$ cat src/rtl/store_buffer_pkg.sv
// store_buffer_pkg: shared widths and drain FSM encoding for the store buffer
package store_buffer_pkg;

    localparam int ARCH_BITS     = 32;
    localparam int SB_SLOTS      = 4;
    localparam int SB_IDX_BITS   = 2;
    localparam int BYTE_IDX_BITS = 2;
    localparam int SB_TAG_BITS   = ARCH_BITS - BYTE_IDX_BITS;

    typedef enum logic {
        S_IDLE = 1'b0,
        S_REQ  = 1'b1
    } sb_state_e;

endpackage

$ cat src/rtl/sb_fwd_match.sv
// sb_fwd_match: youngest-match priority scan over the buffered word tags
//   i_tags  : per-slot word tags (address with byte offset stripped)
//   i_head  : oldest slot index
//   i_count : number of valid slots, scanned from i_head upward
//   i_key   : word tag of the load being looked up
//   o_match : some valid slot holds i_key
//   o_idx   : slot of the youngest such entry
module sb_fwd_match #(
    parameter int N  = 4,
    parameter int IB = 2,
    parameter int TW = 30
) (
    input  logic [TW-1:0] i_tags [N],
    input  logic [IB-1:0] i_head,
    input  logic [IB:0]   i_count,
    input  logic [TW-1:0] i_key,
    output logic          o_match,
    output logic [IB-1:0] o_idx
);

    // Walking oldest to youngest lets later hits overwrite earlier ones; the
    // IB-bit index sum wraps naturally because N is a power of two.
    always_comb begin
        o_match = 1'b0;
        o_idx   = i_head;
        for (int k = 0; k < N; k++) begin
            if ((IB + 1)'(k) < i_count && i_tags[i_head + IB'(k)] == i_key) begin
                o_match = 1'b1;
                o_idx   = i_head + IB'(k);
            end
        end
    end

endmodule

$ cat src/rtl/store_buffer.sv
// store_buffer: post-commit store FIFO draining to the dCache with load forwarding
//   push/pushAddr/pushData/pushByte : committed store from the ROB
//   full/empty/overflow             : occupancy status, overflow is sticky
//   memReq/memAddr/memData/memByte  : head store offered to the dCache
//   memAck                          : dCache took the head store
//   lookupReq/lookupAddr            : load forwarding query
//   lookupHit/lookupData/lookupAddrOut/lookupByte : youngest matching store
module store_buffer
    import store_buffer_pkg::*;
(
    input  logic                 clk,
    input  logic                 rst,
    input  logic                 push,
    input  logic [ARCH_BITS-1:0] pushAddr,
    input  logic [ARCH_BITS-1:0] pushData,
    input  logic                 pushByte,
    output logic                 full,
    output logic                 empty,
    output logic                 overflow,
    output logic                 memReq,
    output logic [ARCH_BITS-1:0] memAddr,
    output logic [ARCH_BITS-1:0] memData,
    output logic                 memByte,
    input  logic                 memAck,
    input  logic                 lookupReq,
    input  logic [ARCH_BITS-1:0] lookupAddr,
    output logic                 lookupHit,
    output logic [ARCH_BITS-1:0] lookupData,
    output logic [ARCH_BITS-1:0] lookupAddrOut,
    output logic                 lookupByte
);

    localparam int CW = SB_IDX_BITS + 1;

    logic [ARCH_BITS-1:0]   r_addr [SB_SLOTS];
    logic [ARCH_BITS-1:0]   r_data [SB_SLOTS];
    logic [SB_SLOTS-1:0]    r_byte;
    logic [SB_IDX_BITS-1:0] r_head;
    logic [SB_IDX_BITS-1:0] r_tail;
    logic [CW-1:0]          r_count;
    sb_state_e              r_state;
    logic                   r_overflow;

    logic [CW-1:0]          w_count_nxt;
    logic                   w_push_ok;
    logic                   w_pop;
    logic                   w_match;
    logic [SB_IDX_BITS-1:0] w_sel;
    logic [SB_TAG_BITS-1:0] w_tags [SB_SLOTS];
    logic                   w_unused;

    assign full        = r_count == CW'(SB_SLOTS);
    assign empty       = r_count == '0;
    assign w_push_ok   = push && !full;
    assign w_pop       = r_state == S_REQ && memAck;
    assign w_count_nxt = r_count + CW'(w_push_ok) - CW'(w_pop);

    // Entry payloads carry no reset; validity is tracked by head/count alone.
    always_ff @(posedge clk) begin
        if (w_push_ok) begin
            r_addr[r_tail] <= pushAddr;
            r_data[r_tail] <= pushData;
            r_byte[r_tail] <= pushByte;
        end
    end

    always_ff @(posedge clk) begin
        if (rst) begin
            r_head     <= '0;
            r_tail     <= '0;
            r_count    <= '0;
            r_state    <= S_IDLE;
            r_overflow <= 1'b0;
        end else begin
            r_count <= w_count_nxt;
            if (w_push_ok) r_tail <= r_tail + 1'b1;
            if (w_pop) r_head <= r_head + 1'b1;
            if (push && full) r_overflow <= 1'b1;
            // Stay in S_REQ across acks while entries remain, giving bubble-free drain.
            r_state <= (r_state == S_IDLE) ? (r_count != '0 ? S_REQ : S_IDLE)
                                           : (w_pop && w_count_nxt == '0 ? S_IDLE : S_REQ);
        end
    end

    assign overflow = r_overflow;
    assign memReq   = r_state == S_REQ;
    assign memAddr  = r_addr[r_head];
    assign memData  = r_data[r_head];
    assign memByte  = r_byte[r_head];

    for (genvar g = 0; g < SB_SLOTS; g++) begin : g_tag
        assign w_tags[g] = r_addr[g][ARCH_BITS-1:BYTE_IDX_BITS];
    end

    sb_fwd_match #(
        .N  (SB_SLOTS),
        .IB (SB_IDX_BITS),
        .TW (SB_TAG_BITS)
    ) u_fwd (
        .i_tags  (w_tags),
        .i_head  (r_head),
        .i_count (r_count),
        .i_key   (lookupAddr[ARCH_BITS-1:BYTE_IDX_BITS]),
        .o_match (w_match),
        .o_idx   (w_sel)
    );

    // Forwarding compares whole words only; the byte offset does not take part.
    assign w_unused      = ^lookupAddr[BYTE_IDX_BITS-1:0];
    assign lookupHit     = lookupReq && w_match;
    assign lookupData    = r_data[w_sel];
    assign lookupAddrOut = r_addr[w_sel];
    assign lookupByte    = r_byte[w_sel];

endmodule

$ cat config.mk
export PLATFORM = sky130hd
export DESIGN_NAME = store_buffer
export DESIGN_NICKNAME = d
export VERILOG_FILES = /design/src/rtl/store_buffer_pkg.sv /design/src/rtl/sb_fwd_match.sv /design/src/rtl/store_buffer.sv
export SDC_FILE = /design/constraint.sdc
export NUM_CORES = 1
export LEC_CHECK = 0
export BUFFER_PORTS_ARGS = -buffer_cell sky130_fd_sc_hd__buf_2
export CORE_MARGIN = 3
export CORE_UTILIZATION = 45
export CTS_BUF_LIST = sky130_fd_sc_hd__clkbuf_4
export DETAILED_ROUTE_END_ITERATION = 8
export MAX_ROUTING_LAYER = met4
export PLACE_DENSITY = 0.67
export SLEW_MARGIN = 20
export SYNTH_ARGS = -nofsm -noshare
export SYNTH_HDL_FRONTEND = slang
export SYNTH_SLANG_ARGS = --single-unit
export TNS_END_PERCENT = 50
$ cat constraint.sdc
create_clock -name clk -period 3.9 [get_ports clk]
set_clock_uncertainty 0.15 [all_clocks]
set_input_delay 0.585 -clock clk [delete_from_list [all_inputs] [get_ports clk]]
set_output_delay 0.585 -clock clk [all_outputs]
set_load 0.02 [all_outputs]
==> results of run 1 <==
## sequential cells by signal, summed over array words and instances, names as in the netlist, named ones only
register,cells
memReq,1
overflow,1
r_addr,128
r_byte,4
r_count,3
r_data,128
r_head,2
r_tail,2
## cell families (layout without fill, tap and decap cells)
group,count (synthesis),in the layout,share of synthesized area [%]
multiplexers,409,409,35.5
flip-flops,271,271,47.9
XOR/XNOR,114,114,5.96
buffers and inverters,103,745,3.91
AND/OR/NAND/NOR,85,85,2.85
AO/OA/AOI/OAI,62,62,3.10
adder cells (fa/ha/maj),9,9,0.717
other,0,7,0
## cells in the mapped netlist, drive strengths merged, types with 3 or more instances
library cell / number / area [um^2]
ha: 8 / 100
a22oi: 4 / 30.0
a211oi: 5 / 52.6
a221oi: 4 / 41.3
xor2: 46 / 403
nand2: 14 / 52.6
buf: 58 / 485
a2bb2oi: 4 / 35.0
dfxtp: 11 / 220
mux2i: 260 / 2610
nor4: 16 / 100
and2: 5 / 31.3
nand4: 13 / 96.3
inv: 18 / 67.6
clkbuf: 27 / 101
nand3b: 3 / 22.5
or3: 4 / 25.0
nor2: 13 / 48.8
a21oi: 12 / 60.1
nor3: 6 / 30.0
o22ai: 7 / 43.8
o211ai: 4 / 30.0
a31oi: 3 / 33.8
mux4: 148 / 3330
nand3: 3 / 15.0
edfxtp: 260 / 7810
xnor2: 68 / 596
## critical path, cell delays in order (launching register included)
cell and delay (ps):
dfxtp_4 380, buf_12 150, buf_12 130, mux4_2 540, xnor2_2 160, nand4_1 100
or4_4 500, a211oi_2 250, buf_4 180, o32ai_2 100, a31oi_4 230, buf_4 180
clkbuf_16 160, clkbuf_16 170, mux2i_1 230, mux2i_2 90, buf_2 170
## final cells by class
cell class / count / share of cell area, %
Clock inverter: 30 / 0.982
Tap cell: 468 / 2.52
Clock buffer: 90 / 2.91
Timing Repair Buffer: 607 / 21.1
Multi-Input combinational cell: 679 / 37.4
Inverter: 18 / 0.291
Sequential cell: 271 / 34.7
Antenna cell: 7 / 0.0755
## timing repair
item	CTS	global route
hold buffers	68	0
cloned	4	4
endpoints found under the hold margin	271	0
pin swaps	7	6
endpoints found under the setup margin	66	66
setup buffers	16	5
resized for setup	82	60
## where the power goes
group	internal [W]	total [W]	leakage (nW)	switching [W]
Sequential	0.00356	0.00376	2.48	0.000197
Combinational	0.00276	0.00571	5.44	0.00295
Clock	0.00135	0.00252	0.522	0.00118
## per-layer routing
layer / global-route usage [%] / share of wire (%) / vias up
li1: - / - / 5547
met1: 31.5 / 39 / 6284
met2: 43.9 / 51 / 416
met3: 7.28 / 7.7 / 78
met4: 10.2 / 2.8 / 0
met5: - / 0 / -
## through the flow
stage | setup slack [ps] | power [W] | setup TNS, ps | cells | instance area, um^2
6_report | -1310 | 0.0120 | -80610 | 2170 | 23200
5_1_grt | -1520 | 0.0126 | -95090 | 2168 | 23200
4_1_cts | -1330 | 0.0118 | -83970 | 2155 | 22800
3_5_place_dp | -603 | 0.00895 | -32580 | 1947 | 20600
3_3_place_gp | -572 | 0.00889 | -33150 | 1947 | 20600
2_1_floorplan | -42.1 | 0.00710 | -2160 | 1053 | 17000
## worst paths after layout
kind / from / end / cells past startpoint
worst max-delay path: r_head[0] / lookupData[25] / 16
worst min register to register: r_tail[1] / r_tail[1] / 2
worst max register to register: r_count[1] / memReq / 11
worst min-delay path: memAck / flip-flop / 4
==> flow_metrics.env, run 1 <==
export IMPL_end_kind="output port"
export IMPL_ir_drop_uv=424
export IMPL_slew_headroom_pct=51.5
export IMPL_drive_gt1_share_pct=54.3
export IMPL_synth_edff_count=260
export IMPL_seq_area_mm2=0.00804
export IMPL_drc=0
export IMPL_cp_data_arrival_time_ps=4480
export IMPL_violations="setup timing"
export IMPL_worst_r2r_setup_slack_ps=1080
export IMPL_routed_wl_mm=51.9
export IMPL_cts_buffer_depth=3
export IMPL_antenna_left=0
export IMPL_hold_violations=0
export IMPL_drv_cap=0
export IMPL_crit_required_ps=3160
export IMPL_synth_area_per_cell_um2=15.9
export IMPL_grt_overflow_total=0
export IMPL_ys_ff_latch=271
export IMPL_synth_nets=1164
export IMPL_place_gp_congestion=1.01
export IMPL_die_area_mm2=0.0396
export IMPL_period_share_pct=134
export IMPL_syn_cell_area_mm2=0.0168
export IMPL_io_pins=237
export IMPL_synthCells=1053
export IMPL_fin_ws_ps=-1310
export IMPL_worst_setup_path_type="reg -> out"
export IMPL_cts_root_buf="clkbuf_4"
export IMPL_fill_cells=2715
export IMPL_ys_types=61
export IMPL_htree_levels=3
export IMPL_die_h_um=199
export IMPL_worstMarginPinSlew_ps=728
export IMPL_hpwl_mm=36.6
export IMPL_area_growth_pct=38.5
export IMPL_clk_pin_slew_worst_paths_ps=70
export IMPL_grt_start_max_net_pins=42
export IMPL_num_vias=12300
export IMPL_seq_area_frac_synth_pct=47.9
export IMPL_cts_tree="done"
export IMPL_ys_async_sr_fraction_pct=0
export IMPL_placementRows=70
export IMPL_drtIter0Drc=635
export IMPL_layout_min_cycle_time_ps=5210
export IMPL_wl_per_cell_um=23.9
export IMPL_cts_inserted_buffers=71
export IMPL_rsz0062_at_grt="true"
export IMPL_start_kind="flip-flop"
export IMPL_grt_antenna_before_repair=5
export IMPL_multiInputGateArea_mm2=0.00868
export IMPL_coreArea_mm2=0.0366
export IMPL_via_per_inst=5.68
export IMPL_final_cell_mix="buf_4 (303), edfxtp_1 (260), buf_2 (185), mux2i_1 (161), mux4_2 (148)"
export IMPL_hold_class="in -> reg"
export IMPL_grt_usage_pct=26.7
export IMPL_io_buffers=234
export IMPL_worstPathMaxFanout=9
export IMPL_dr_pass1_iters=5
export IMPL_grt_pass1_wl_mm=75.9
export IMPL_yosys_warnings=0
export IMPL_setup_viol=66
export IMPL_dieWidth_um=199
export IMPL_finalCoreUtilization_pct=63.4
export IMPL_clock_latency_ps=760
export IMPL_start_util_pct=45.8
export IMPL_grt_pass1_vias=13000
export IMPL_layout_commonest_cell="buf_4"
export IMPL_p_per_area_mw_per_mm2=517
export IMPL_drv_slew=0
export IMPL_status="finished with violations"
export IMPL_clock_fmax_mhz=192
export IMPL_fin_nets=1759
export IMPL_power_leakage_nw=8.44
export IMPL_cts_sinks=271
export IMPL_fin_hold_ws_ps=181
export IMPL_synth_flop_cell="edfxtp_1"
Power figures use the tool's default switching activity.
==> run 2, diff against run 1 <==
PLACE_DENSITY = 0.64   (was 0.67)
clock period = 5.2 ns   (was 3.9 ns; I/O delays follow)
==> run 2 against run 1 <==
  * The run still ends with setup timing left
  * Flip-flop and latch count did not move
  * Sequential share of layout area grew 3.6 points
  * Count of clock-buffer cells in the layout increased by 11
  * Worst hold slack worse by 94 ps
  * Register-to-register slack gained 1300 ps
  * Core utilization is 5.9 points lower
  * Setup slack gained 980 ps
  * Non-clock buffer count down 245
  * Highest routed layer unchanged
==> flow_metrics.env, run 2 (synthesized netlist as in run 1, its figures left out) <==
export IMPL_place_gp_congestion=0.959
export IMPL_cp_data_arrival_time_ps=4600
export IMPL_swShare_pct=36.2
export IMPL_cts_sinks=271
export IMPL_path_depth=16
export IMPL_fin_nets=1515
export IMPL_layout_min_cycle_time_ps=5530
export IMPL_rr_worst_depth=5
export IMPL_drv_cap=0
export IMPL_crit_chain="buf_16, buf_12, mux4_2, xnor2_4, nor4_2, nand4_1, a211oi_4, o32ai_2, a31oi_4, buf_6, buf_16, buf_12, clkbuf_16, mux2i_1, mux2i_1, buf_4"
export IMPL_drc=0
export IMPL_layout_commonest_cell="edfxtp_1"
export IMPL_coreArea_mm2=0.0366
export IMPL_crit_start="r_head[0]"
export IMPL_clkPwrFrac_pct=20.8
export IMPL_rr_startpoint="r_count[2]"
export IMPL_seq_area_mm2=0.00804
export IMPL_die_area_mm2=0.0396
export IMPL_cts_tree="done"
export IMPL_dieWidth_um=199
export IMPL_routed_wl_mm=50.1
export IMPL_start_kind="flip-flop"
export IMPL_power_leakage_nw=7.58
export IMPL_area_growth_pct=25.6
export IMPL_cts_root_buf="clkbuf_4"
export IMPL_via_per_inst=5.94
export IMPL_grt_pass1_wl_mm=71.4
export IMPL_status="finished with violations"
export IMPL_critical_path_slowest_cell="mux4_2"
export IMPL_hold_class="in -> reg"
export IMPL_multiInputGateArea_mm2=0.00835
export IMPL_fin_ws_ps=-330
export IMPL_num_vias=11400
export IMPL_end_kind="output port"
export IMPL_worstMarginPinSlew_ps=948
export IMPL_clock_fmax_mhz=181
export IMPL_pwr_share_seq_pct=33.6
export IMPL_finalCoreUtilization_pct=57.5
export IMPL_place_ws_ps=392
export IMPL_dr_pass1_iters=5
export IMPL_wl_per_cell_um=26.0
export IMPL_slew_headroom_pct=36.8
export IMPL_slowest_delay_ps=560
export IMPL_worst_r2r_setup_slack_ps=2380
export IMPL_setup_viol=65
export IMPL_drtIter0Drc=708
export IMPL_die_h_um=199
export IMPL_rsz0062_at_grt="true"
export IMPL_period_share_pct=106
export IMPL_violations="setup timing"
export IMPL_placementRows=70
export IMPL_intPower_w=0.00556
export IMPL_grt_usage_pct=25.3
export IMPL_htree_levels=3
export IMPL_final_cell_mix="edfxtp_1 (260), mux2i_1 (233), buf_2 (183), mux4_2 (148), buf_4 (115)"
export IMPL_drv_slew=0
export IMPL_clock_latency_ps=760
export IMPL_drive_gt1_share_pct=47.1
export IMPL_combPwrFrac_pct=45.6
export IMPL_cp_num_buf_inv=7
export IMPL_p_per_area_mw_per_mm2=415
export IMPL_holdBufCountCts=0
export IMPL_io_pins=237
export IMPL_crit_path_end="lookupData[12]"
export IMPL_critical_path_top_delay_family="buffers and inverters"
export IMPL_worst_setup_path_type="reg -> out"
export IMPL_top_regs="r_addr x128, r_data x128, r_byte x4"
export IMPL_hold_violations=0
export IMPL_crit_required_ps=4270
export IMPL_ir_drop_uv=280
export IMPL_cts_inserted_buffers=72
export IMPL_grt_pass1_vias=11600
export IMPL_hpwl_mm=32.7
export IMPL_grt_antenna_before_repair=9
export IMPL_grt_start_max_net_pins=51
export IMPL_reg2reg_to="r_data[0][24]"
export IMPL_power_switching_w=0.00316
export IMPL_clk_pin_slew_worst_paths_ps=80
export IMPL_worstPathMaxFanout=8
export IMPL_grt_overflow_total=0
export IMPL_antenna_left=0
export IMPL_io_buffers=234
export IMPL_cts_buffer_depth=3
export IMPL_start_util_pct=45.8
export IMPL_fill_cells=2950
==> run 2: cell count changes in the layout (fill, tap and decap cells not counted), moves of 4 or more <==
cell,previous run,this run
buf_16,6,10
buf_4,303,115
buf_8,3,7
clkbuf_4,90,101
clkinv_1,20,10
clkinv_2,5,1
diode_2,7,11
dlygate4sd3_1,68,0
mux2i_1,161,233
mux2i_2,83,25
mux2i_4,16,2
==> run 2: area by class of cell <==
| cell class | instances | area share [%] |
|---|---|---|
| timing repair buffer | 362 | 14.7 |
| sequential | 271 | 38.2 |
| tap | 468 | 2.78 |
| clock inverter | 17 | 0.523 |
| antenna | 11 | 0.131 |
| multi-input combinational | 679 | 39.7 |
| clock buffer | 101 | 3.60 |
| inverter | 18 | 0.321 |
==> run 2: what timing repair did <==
| item | 4_1_cts | 5_1_grt |
|---|---|---|
| gates resized for setup | 85 | 60 |
| setup endpoints to repair | 65 | 65 |
| cloned | 10 | 7 |
| hold endpoints to repair | 0 | 0 |
| setup buffers | 49 | 20 |
| pin swaps | 13 | 5 |
==> run 2: power by group through the flow <==
stage	Sequential, W	Combinational [W]	Clock [W]
final	0.00293	0.00397	0.00182
after global routing	0.00296	0.00419	0.00200
after CTS	0.00293	0.00378	0.00187
after detailed placement	0.00297	0.00329	0
after global placement	0.00296	0.00328	0
after floorplan	0.00285	0.00237	0
==> run 2: routing by layer <==
| metal | GRT usage, % | vias to the layer above | wire length, um |
|---|---|---|---|
| met5 | - | - | 0 |
| met4 | 8.98 | 0 | 1350 |
| met3 | 8.52 | 87 | 4090 |
| met2 | 40.5 | 404 | 24900 |
| met1 | 30.1 | 5894 | 19800 |
| li1 | - | 5058 | - |
==> run 2: worst register-to-register path, cell delays in order (launching register included) <==
cell and delay (ps):
dfxtp_1 320, inv_1 160, nor3_1 110, nor2b_1 430
and2_4 800, buf_4 490
==> run 2: how the worst min path moves through the flow <==
| stage | startpoint | depth (start not counted) | end |
|---|---|---|---|
| 2_1_floorplan | r_tail[1] | 2 | r_tail[1] |
| 3_3_place_gp | overflow | 2 | overflow |
| 3_5_place_dp | overflow | 2 | overflow |
| 4_1_cts | pushAddr[6] | 1 | r_addr[3][6] |
| 5_1_grt | pushAddr[6] | 1 | r_addr[3][6] |
| 6_report | pushAddr[6] | 1 | r_addr[3][6] |
==> run 2: metrics by stage <==
| step | TNS [ps] | area (um^2) | total power, W | std cells | hold WS, ps |
|---|---|---|---|---|---|
| floorplan | 0 | 16800 | 0.00522 | 1053 | 364 |
| global placement | 0 | 18500 | 0.00624 | 1716 | 298 |
| detailed placement | 0 | 18500 | 0.00627 | 1716 | 328 |
| CTS | -13820 | 20500 | 0.00858 | 1892 | 0.509 |
| global route | -27950 | 21000 | 0.00916 | 1925 | 12.7 |
| finish | -17750 | 21000 | 0.00872 | 1927 | 87.0 |
==> run 3, diff against run 2 <==
BUFFER_PORTS_ARGS = default   (was -buffer_cell sky130_fd_sc_hd__buf_2)
DONT_BUFFER_PORTS = 1   (was default)
PLACE_DENSITY = 0.59   (was 0.64)
==> run 3 against run 2 <==
  * The run still ends with setup timing left
  * Sequential share of layout area rose by 0.74 points
  * Global-route usage rose by 0.14 points
  * Core utilization fell by 1.1 points
  * Cell area fell by 1.9%
  * Worst hold slack improved by 150 ps
  * Die area did not move
  * Power fell by 3.5%
  * First-iteration DRC count fell by 0.42%
  * Setup slack improved by 110 ps
==> flow_metrics.env, run 3 (synthesized netlist as in run 1, its figures left out) <==
export IMPL_status="finished with violations"
export IMPL_violations="setup timing"
export IMPL_clock_fmax_mhz=185
export IMPL_rsz0062_at_grt="true"
export IMPL_total_power_w=0.00842
export IMPL_p_per_area_mw_per_mm2=408
export IMPL_hpwl_mm=32.8
export IMPL_clock_latency_ps=740
export IMPL_drv_cap=0
export IMPL_worstMarginPinSlew_ps=903
export IMPL_cts_inserted_buffers=74
export IMPL_swShare_pct=36.4
export IMPL_final_cell_mix="edfxtp_1 (260), mux2i_1 (232), mux4_2 (148), buf_4 (122), clkbuf_4 (108)"
export IMPL_io_buffers=0
export IMPL_cts_root_buf="clkbuf_4"
export IMPL_dp_cells=1557
export IMPL_stdcell_count=1809
export IMPL_seq_area_mm2=0.00804
export IMPL_grt_usage_pct=25.4
export IMPL_period_share_pct=104
export IMPL_dr_pass1_iters=7
export IMPL_hold_violations=0
export IMPL_clkPwrFrac_pct=21.7
export IMPL_top_regs="r_addr x128, r_data x128, r_byte x4"
export IMPL_grt_pass1_vias=11300
export IMPL_grt_overflow_total=0
export IMPL_setup_viol=66
export IMPL_combPwrFrac_pct=43.5
export IMPL_worstPathMaxFanout=16
export IMPL_htree_levels=3
export IMPL_end_kind="output port"
export IMPL_pwr_share_seq_pct=34.8
export IMPL_area_growth_pct=23.2
export IMPL_grt_start_max_net_pins=52
export IMPL_intPower_w=0.00535
export IMPL_die_area_mm2=0.0396
export IMPL_wl_per_cell_um=27.1
export IMPL_worst_r2r_setup_slack_ps=1980
export IMPL_die_h_um=199
export IMPL_layout_min_cycle_time_ps=5420
export IMPL_drive_gt1_share_pct=37.9
export IMPL_cp_data_arrival_time_ps=4490
export IMPL_coreArea_mm2=0.0366
export IMPL_power_switching_w=0.00306
export IMPL_grt_antenna_before_repair=5
export IMPL_placementRows=70
export IMPL_dieWidth_um=199
export IMPL_routed_wl_mm=49.1
export IMPL_layout_commonest_cell="edfxtp_1"
export IMPL_holdCritStartpoint="memAck"
export IMPL_grt_pass1_wl_mm=71.6
export IMPL_fin_ws_ps=-215
export IMPL_cts_buffer_depth=3
export IMPL_cts_sinks=271
export IMPL_drtIter0Drc=705
export IMPL_fin_nets=1397
export IMPL_slew_headroom_pct=39.8
export IMPL_power_leakage_nw=7.08
export IMPL_place_ws_ps=185
export IMPL_hold_class="in -> reg"
export IMPL_crit_start="r_head[0]"
export IMPL_ir_drop_uv=228
export IMPL_worst_setup_path_type="reg -> out"
export IMPL_multiInputGateArea_mm2=0.00843
export IMPL_cts_tree="done"
export IMPL_fin_hold_ws_ps=233
export IMPL_via_per_inst=5.98
export IMPL_drc=0
export IMPL_rr_startpoint="r_count[2]"
export IMPL_clk_pin_slew_worst_paths_ps=70
export IMPL_place_gp_congestion=0.961
export IMPL_num_vias=10800
export IMPL_start_kind="flip-flop"
export IMPL_start_util_pct=45.8
export IMPL_fill_cells=2931
export IMPL_crit_required_ps=4270
export IMPL_drv_slew=0
export IMPL_antenna_left=0
export IMPL_io_pins=237
run 3: cell count changes in the layout (fill, tap and decap cells not counted), moves of 5 or more:
cell | previous run | this run
buf_2 | 183 | 0
buf_4 | 115 | 122
clkbuf_4 | 101 | 108
buf_12 | 28 | 13
mux2i_4 | 2 | 8
dlygate4sd3_1 | 0 | 67
mux2i_2 | 25 | 20
buf_6 | 9 | 15
run 3: what timing repair did:
action | CTS | global route
hold buffers | 67 | 0
gates resized for setup | 50 | 54
endpoints found under the setup margin | 65 | 66
hold endpoints to repair | 271 | 0
cloned | 7 | 4
setup buffers | 32 | 11
pin swaps | 1 | 11
run 3: power by group through the flow:
stage                     Sequential [W]  Combinational (W)  Clock, W
after floorplan                  0.00285            0.00237         0
after global placement           0.00298            0.00316         0
after detailed placement         0.00299            0.00317         0
after CTS                        0.00294            0.00352   0.00190
after global routing             0.00297            0.00388   0.00202
final                            0.00293            0.00366   0.00183
run 3: worst paths after layout:
path	cells past startpoint	endpoint
worst min register to register	2	r_tail[1]
worst max-delay path	15	lookupData[4]
worst max register to register	11	memReq
worst min-delay path	3	r_head[0]
run 3: worst max-delay path, stage by stage, from the launching register on:
cell and delay (ps):
dfxtp_4 400, buf_6 140, buf_12 110, mux4_2 550, xnor2_4 240, nand4_1 100
or4_4 440, a211oi_4 370, buf_4 190, a31oi_2 40, mux2i_1 140, or2_4 290
buf_12 150, buf_12 160, mux2i_2 220, buf_4 180
run 3: cell type report:
class / count / area share [%]
clock inverter: 16 / 0.388
tap: 468 / 2.84
antenna: 7 / 0.0849
inverter: 18 / 0.327
timing repair buffer: 242 / 12.6
sequential: 271 / 39.0
multi-input combinational: 679 / 40.8
clock buffer: 108 / 3.93
run 3: metrics by stage:
step | util (%) | instance area, um^2 | setup TNS, ps
after floorplan | - | 16800 | 0
after global placement | 48.7 | 17800 | 0
after detailed placement | 48.7 | 17800 | 0
after CTS | 55.1 | 20200 | -14040
after global routing | 56.4 | 20600 | -25010
final | 56.4 | 20600 | -9880
run 3: layer usage:
| metal | part of all wire (%) | vias up | global-route usage, % |
|---|---|---|---|
| met5 | 0 | - | - |
| li1 | - | 4814 | - |
| met4 | 3.3 | 0 | 9.79 |
| met1 | 39 | 5521 | 29.7 |
| met3 | 8.0 | 93 | 8.71 |
| met2 | 50 | 388 | 40.9 |
